$ cat config.mk
export PLATFORM = sky130hd
export DESIGN_NAME = obuf_fifo_flat
export DESIGN_NICKNAME = d
export VERILOG_FILES = /design/src/rtl/obuf_fifo_if.sv /design/src/rtl/obuf_fifo.sv /design/src/flat_wrapper.sv
export SDC_FILE = /design/constraint.sdc
export NUM_CORES = 1
export LEC_CHECK = 0
export CAP_MARGIN = 20
export CORE_MARGIN = 1
export CORE_UTILIZATION = 50
export DETAILED_ROUTE_END_ITERATION = 8
export PLACE_DENSITY = 0.83
export SYNTH_ARGS = -nofsm -noshare
export SYNTH_HDL_FRONTEND = slang
export SYNTH_SLANG_ARGS = --single-unit
$ cat constraint.sdc
create_clock -name clk -period 2.45 [get_ports clk]
set_input_delay 0.245 -clock clk [delete_from_list [all_inputs] [get_ports clk]]
set_output_delay 0.245 -clock clk [all_outputs]
set_load 0.02 [all_outputs]
$ cat src/rtl/obuf_fifo_if.sv
// Handshake bundle between upstream producer, obuf_fifo and downstream link.
// master = producer/consumer side (bench or router), slave = the buffer.
interface obuf_fifo_if #(
  parameter int unsigned PYLD_W = 1
);
  logic              valid_i;
  logic              ready_o;
  logic [PYLD_W-1:0] payload_i;
  logic              valid_o;
  logic              ready_i;
  logic [PYLD_W-1:0] payload_o;

  modport master (
    output valid_i, payload_i, ready_i,
    input  ready_o, valid_o, payload_o
  );

  modport slave (
    input  valid_i, payload_i, ready_i,
    output ready_o, valid_o, payload_o
  );
endinterface

$ cat src/rtl/obuf_fifo.sv
// DEPTH-entry output buffer FIFO with registered handshake, occupancy and almost-full.
// Optional OBUF_FIFO_STALL_CNT_EN adds a saturating 16-bit stall cycle counter.
module obuf_fifo #(
  parameter  int unsigned PYLD_W   = 1,
  parameter  int unsigned DEPTH    = 4,
  parameter  int unsigned AFULL_TH = DEPTH - 1,
  localparam int unsigned CW       = $clog2(DEPTH + 1)
) (
  input  logic          clk,
  input  logic          rst_n,
  obuf_fifo_if.slave    bus,
  output logic [CW-1:0] count_o,
`ifdef OBUF_FIFO_STALL_CNT_EN
  output logic [15:0]   stall_cnt_o,
`endif
  output logic          afull_o
);

  localparam int unsigned PW = $clog2(DEPTH);

  logic [PYLD_W-1:0] mem [DEPTH];
  logic [PW-1:0]     wr_ptr, rd_ptr, wr_ptr_nxt, rd_ptr_nxt;
  logic [CW-1:0]     count_nxt;
  logic              push, pop;

  // Explicit wrap keeps non-power-of-two depths correct.
  always_comb begin
    push       = bus.valid_i & bus.ready_o;
    pop        = bus.valid_o & bus.ready_i;
    wr_ptr_nxt = wr_ptr;
    rd_ptr_nxt = rd_ptr;
    count_nxt  = count_o;
    if (push) wr_ptr_nxt = (wr_ptr == PW'(DEPTH - 1)) ? '0 : wr_ptr + PW'(1);
    if (pop)  rd_ptr_nxt = (rd_ptr == PW'(DEPTH - 1)) ? '0 : rd_ptr + PW'(1);
    if (push && !pop)      count_nxt = count_o + CW'(1);
    else if (pop && !push) count_nxt = count_o - CW'(1);
  end

  // Flags are registered from the next count so they move on the same edge as count.
  always_ff @(posedge clk or negedge rst_n) begin
    if (!rst_n) begin
      wr_ptr      <= '0;
      rd_ptr      <= '0;
      count_o     <= '0;
      bus.valid_o <= 1'b0;
      bus.ready_o <= 1'b1;
      afull_o     <= 1'b0;
    end else begin
      wr_ptr      <= wr_ptr_nxt;
      rd_ptr      <= rd_ptr_nxt;
      count_o     <= count_nxt;
      bus.valid_o <= (count_nxt != '0);
      bus.ready_o <= (count_nxt != CW'(DEPTH));
      afull_o     <= (count_nxt >= CW'(AFULL_TH));
    end
  end

  // Storage is deliberately not reset; head is only meaningful while valid_o.
  always_ff @(posedge clk) begin
    if (push) mem[wr_ptr] <= bus.payload_i;
  end

  assign bus.payload_o = mem[rd_ptr];

`ifdef OBUF_FIFO_STALL_CNT_EN
  always_ff @(posedge clk or negedge rst_n) begin
    if (!rst_n) begin
      stall_cnt_o <= '0;
    end else if (bus.valid_o && !bus.ready_i && (stall_cnt_o != 16'hFFFF)) begin
      stall_cnt_o <= stall_cnt_o + 16'd1;
    end
  end
`endif

endmodule

$ cat src/flat_wrapper.sv
// flat-port wrapper written by rule: the top's interface ports become plain ports
module obuf_fifo_flat 
#(
  parameter  int unsigned PYLD_W   = 1,
  parameter  int unsigned DEPTH    = 4,
  parameter  int unsigned AFULL_TH = DEPTH - 1,
  localparam int unsigned CW       = $clog2(DEPTH + 1)
)
  (clk, rst_n, count_o, afull_o, bus_valid_i, bus_payload_i, bus_ready_i, bus_ready_o, bus_valid_o, bus_payload_o);
  obuf_fifo_if #(.PYLD_W(PYLD_W)) bus_i ();
  input  logic clk;
  input  logic rst_n;
  output logic [CW-1:0] count_o;
  output logic afull_o;
  input wire logic [$bits(bus_i.valid_i)-1:0] bus_valid_i;
  input wire logic [$bits(bus_i.payload_i)-1:0] bus_payload_i;
  input wire logic [$bits(bus_i.ready_i)-1:0] bus_ready_i;
  output wire logic [$bits(bus_i.ready_o)-1:0] bus_ready_o;
  output wire logic [$bits(bus_i.valid_o)-1:0] bus_valid_o;
  output wire logic [$bits(bus_i.payload_o)-1:0] bus_payload_o;
  assign bus_i.valid_i = bus_valid_i;
  assign bus_i.payload_i = bus_payload_i;
  assign bus_i.ready_i = bus_ready_i;
  assign bus_ready_o = bus_i.ready_o;
  assign bus_valid_o = bus_i.valid_o;
  assign bus_payload_o = bus_i.payload_o;
  obuf_fifo #(.PYLD_W(PYLD_W), .DEPTH(DEPTH), .AFULL_TH(AFULL_TH)) u_core (.clk(clk), .rst_n(rst_n), .bus(bus_i), .count_o(count_o), .afull_o(afull_o));
endmodule
==> run summary <==
The run finished with clean final reports. Data arrives at the worst endpoint at 2.22 ns. Buffers inserted during clock tree synthesis total 3.

The logs give 0 for the final max-slew violation count and 0 for the number of antenna violations at the first check in global routing. The run gives 1 as the number of H-tree levels. The die width was 40.7 um; the remaining design rule violation count was 0.

The final cell utilization of the core was 66.0%; the total area of multi-input combinational cells was 349 sq um. The setup TNS after final layout was 0 ns; the number of fill cells was 109. Power spread over the standard cell area amounts to 1260 nW/um^2. The type of the worst setup path is register to register. The critical path capture point type is a register. The number of failing hold endpoints at the final stage is 0. The transition time of the tightest slew-check pin was 0.449 ns; the number of flops mapped to enable cells by yosys was 4. Xor/xnor cell area share of the yosys netlist: 2.35%. In the final layout, flip-flops and latches occupy 372 sq um. The number of antenna diodes in the final layout is 0. The number of search-and-repair iterations in the first detailed-routing pass came out at 4. The number of nets in the layout is 91. Dividing the detail-routed wire length by the instance count gives 13.6 um.

The headroom to the max-slew limit came out at 69.9%. Max-cap violations in this run came to 0. TritonCTS built the clock tree. The most used flip-flop cell after synthesis is dfrtp_1.

By area, the combinational part of the netlist is dominated by simple AND/OR/NAND/NOR gates. Summed over all nets, the half-perimeter wirelength after detailed placement is 956 um. The number of nets in the synthesized netlist is 76. The number of buffer cells added on primary ports was 11; the post-synthesis instance area was 747 sq um. After Yosys synthesis, full adders, half adders and majority gates account for 11.7% of the synthesized area. Post-CTS timing repair inserted 0 buffers for setup.

The portion of netlist area occupied by mux cells works out to 4.52%. In this run, synthesis produced a sequential element count of 14. For the worst setup path, the data required time is 2.65 ns. Across the routed clock network, the largest skew measured is 0.00329 ns. Once the clock tree was built, the resizer swapped 0 gates to a different size. From synthesis to final layout, the design area changed by 19.3%.

The class of the most critical hold timing path was input pin to async pin. Of the cells placed in the final design, the portion with a size suffix greater than 1 is 17.9%. The congestion estimate from routability-driven global placement came to 0.878. The fraction of the mapped netlist area in simple logic gates works out to 18.3%.

The global-route usage over all layers came out at 20.0%. The Yosys step of the flow raised 0 warnings. The run gives 0.000540 V as the largest voltage drop on the vdd net.

The synthesized netlist devotes 9.88% of its cell area to compound gates. The number of cell rows was 13. Once detail routing completed, the nets flagged for antenna violations numbered 0. Timing analysis after detailed placement gives a worst setup slack of 0.453 ns.

The logs give 64 for the synthesized netlist cell count and 0 for the number of hold buffers added after cts. The library cell used most frequently in the layout, excluding fill and tap cells, is clkdlybuf4s50_1. The post-layout worst setup margin is 0.432 ns, and the post-synthesis area per instance is 11.7 sq um. The tools report the number of global-route vias before repair as 523. After detailed routing, the number of vias per cell comes to 5.66.

The final critical path takes up 82.4% of the cycle. For the count of pins on the block boundary, the log shows 12. At the later pin of the worst-skew pair, clock insertion delay measures 0.27 ns. For this configuration, the core starts out at a cell density of 55.3%.

The first-pass GRT wire length is 2130 um. Of all flip-flops after synthesis, the portion carrying an async set or reset was 71.4%. The final layout contains routed wiring with a total length of 1260 um. Root buffer cell: clkbuf_4. For the overall die area, the log shows 1650 sq um. The tools report the count of routing violations after the opening detailed-route iteration as 15. The clock period could shrink to 2.02 ns.

The share of the Yosys chip area taken by registers is 49.7%. Entering global routing, the biggest net connects 11 pins. After clock tree synthesis, the clock-pin slew on the worst setup and hold paths is 0.08 ns. Hold timing on the final database bottoms out at a slack of 0.277 ns. The buffer depth of the longest clock path came out at 2. Setup repair after global routing left no endpoint under its margin.

The netlist uses 31 different library cells. Setup violations remaining at the end of the flow were counted as 0. The core region is 1350 sq um.

Summed over all layers, the global routing overflow is 0. Summing over every cut layer, the via total after detailed routing is 526. In this run the vertical extent of the chip is 40.7 um.

The startpoint type of the worst setup path was a register. The clock net in this run drives a total of 14 sinks. In this run the static leakage power is 0.383 nW.

In the layout the commonest cells are clkdlybuf4s50_1, dfrtp_1, ha_1, nand2_1. The upper clock frequency limit is 0.495 GHz, and the maximum fanout encountered on the critical timing path is 6.
[worst max-delay path, cell delays in order, from the launching register on]
cell and delay [ns]:
dfrtp_1 0.44, inv_1 0.15, ha_1 0.38, or4_1 0.51
o221ai_1 0.09, or3b_1 0.37
[cell usage after synthesis (2+ instances only)]
library cell | instances | area share [%]
ha_1 | 7 | 12
edfxtp_1 | 4 | 16
o21ai_0 | 4 | 2.7
nand2_1 | 5 | 2.5
nand3_1 | 2 | 1.3
xnor2_1 | 2 | 2.3
nor2_1 | 2 | 1.0
and3_2 | 4 | 4.0
dfrtp_1 | 9 | 30
inv_1 | 4 | 2.0
[cell families (layout without fill, tap and decap cells)]
kind of cell / after synthesis / after routing
xor gates and xnor gates: 2 / 2
muxes: 2 / 2
DFF: 14 / 14
and+or+nand+nor: 23 / 23
adders and majority gates: 7 / 7
buffers and inverters: 5 / 19
AOI/OAI and AO/OA: 11 / 11
[through the flow]
stage	instances	area [sq um]	total power, mW
floorplan	64	747	0.803
global placement	89	865	0.969
detailed placement	89	865	0.996
CTS	93	891	1.13
global route	93	891	1.23
finish	93	891	1.12
[sequential cells by signal, indices dropped and copies added, names as in the netlist]
signal,count
u_core.afull_o,1
u_core.count_o,3
u_core.wr_ptr,2
u_core.bus.valid_o,1
u_core.rd_ptr,2
u_core.mem,4
u_core.bus.ready_o,1
[power breakdown]
part           internal (mW)  total, mW  switching [mW]
clock                 0.0590      0.130          0.0708
combinational          0.280      0.575           0.295
sequential             0.339      0.416          0.0764
total                  0.679       1.12           0.442
[routing by layer]
metal	vias to the layer above	global-route usage (%)	share of wire (%)
li1	263	-	-
met1	246	24.7	44
met2	17	34.9	51
met3	0	6.52	4.7
met4	0	2.50	0
met5	-	0	0
[area by class of cell]
class / instances / share of cell area, %
multi-input combinational: 45 / 39.2
tap: 15 / 2.11
inverter: 4 / 1.69
clock buffer: 3 / 2.53
clock inverter: 1 / 0.421
sequential: 14 / 41.7
timing repair buffer: 11 / 12.4
[final timing paths]
path	start	depth (start not counted)	endpoint	slack (ns)
worst max-delay path	u_core.count_o[0]$_DFF_PN0_	5	u_core.bus.ready_o$_DFF_PN1_	0.43
worst min-delay path	rst_n	1	u_core.bus.valid_o$_DFF_PN0_	0.28
worst max register to register	u_core.count_o[0]$_DFF_PN0_	5	u_core.bus.ready_o$_DFF_PN1_	0.43
worst min register to register	u_core.rd_ptr[1]$_DFFE_PN0P_	1	u_core.rd_ptr[1]$_DFFE_PN0P_	0.57
max in group asynchronous	rst_n	1	u_core.bus.ready_o$_DFF_PN1_	1.84
min in group clk	u_core.rd_ptr[1]$_DFFE_PN0P_	1	u_core.rd_ptr[1]$_DFFE_PN0P_	0.57
(Power assumes the default switching activity.)
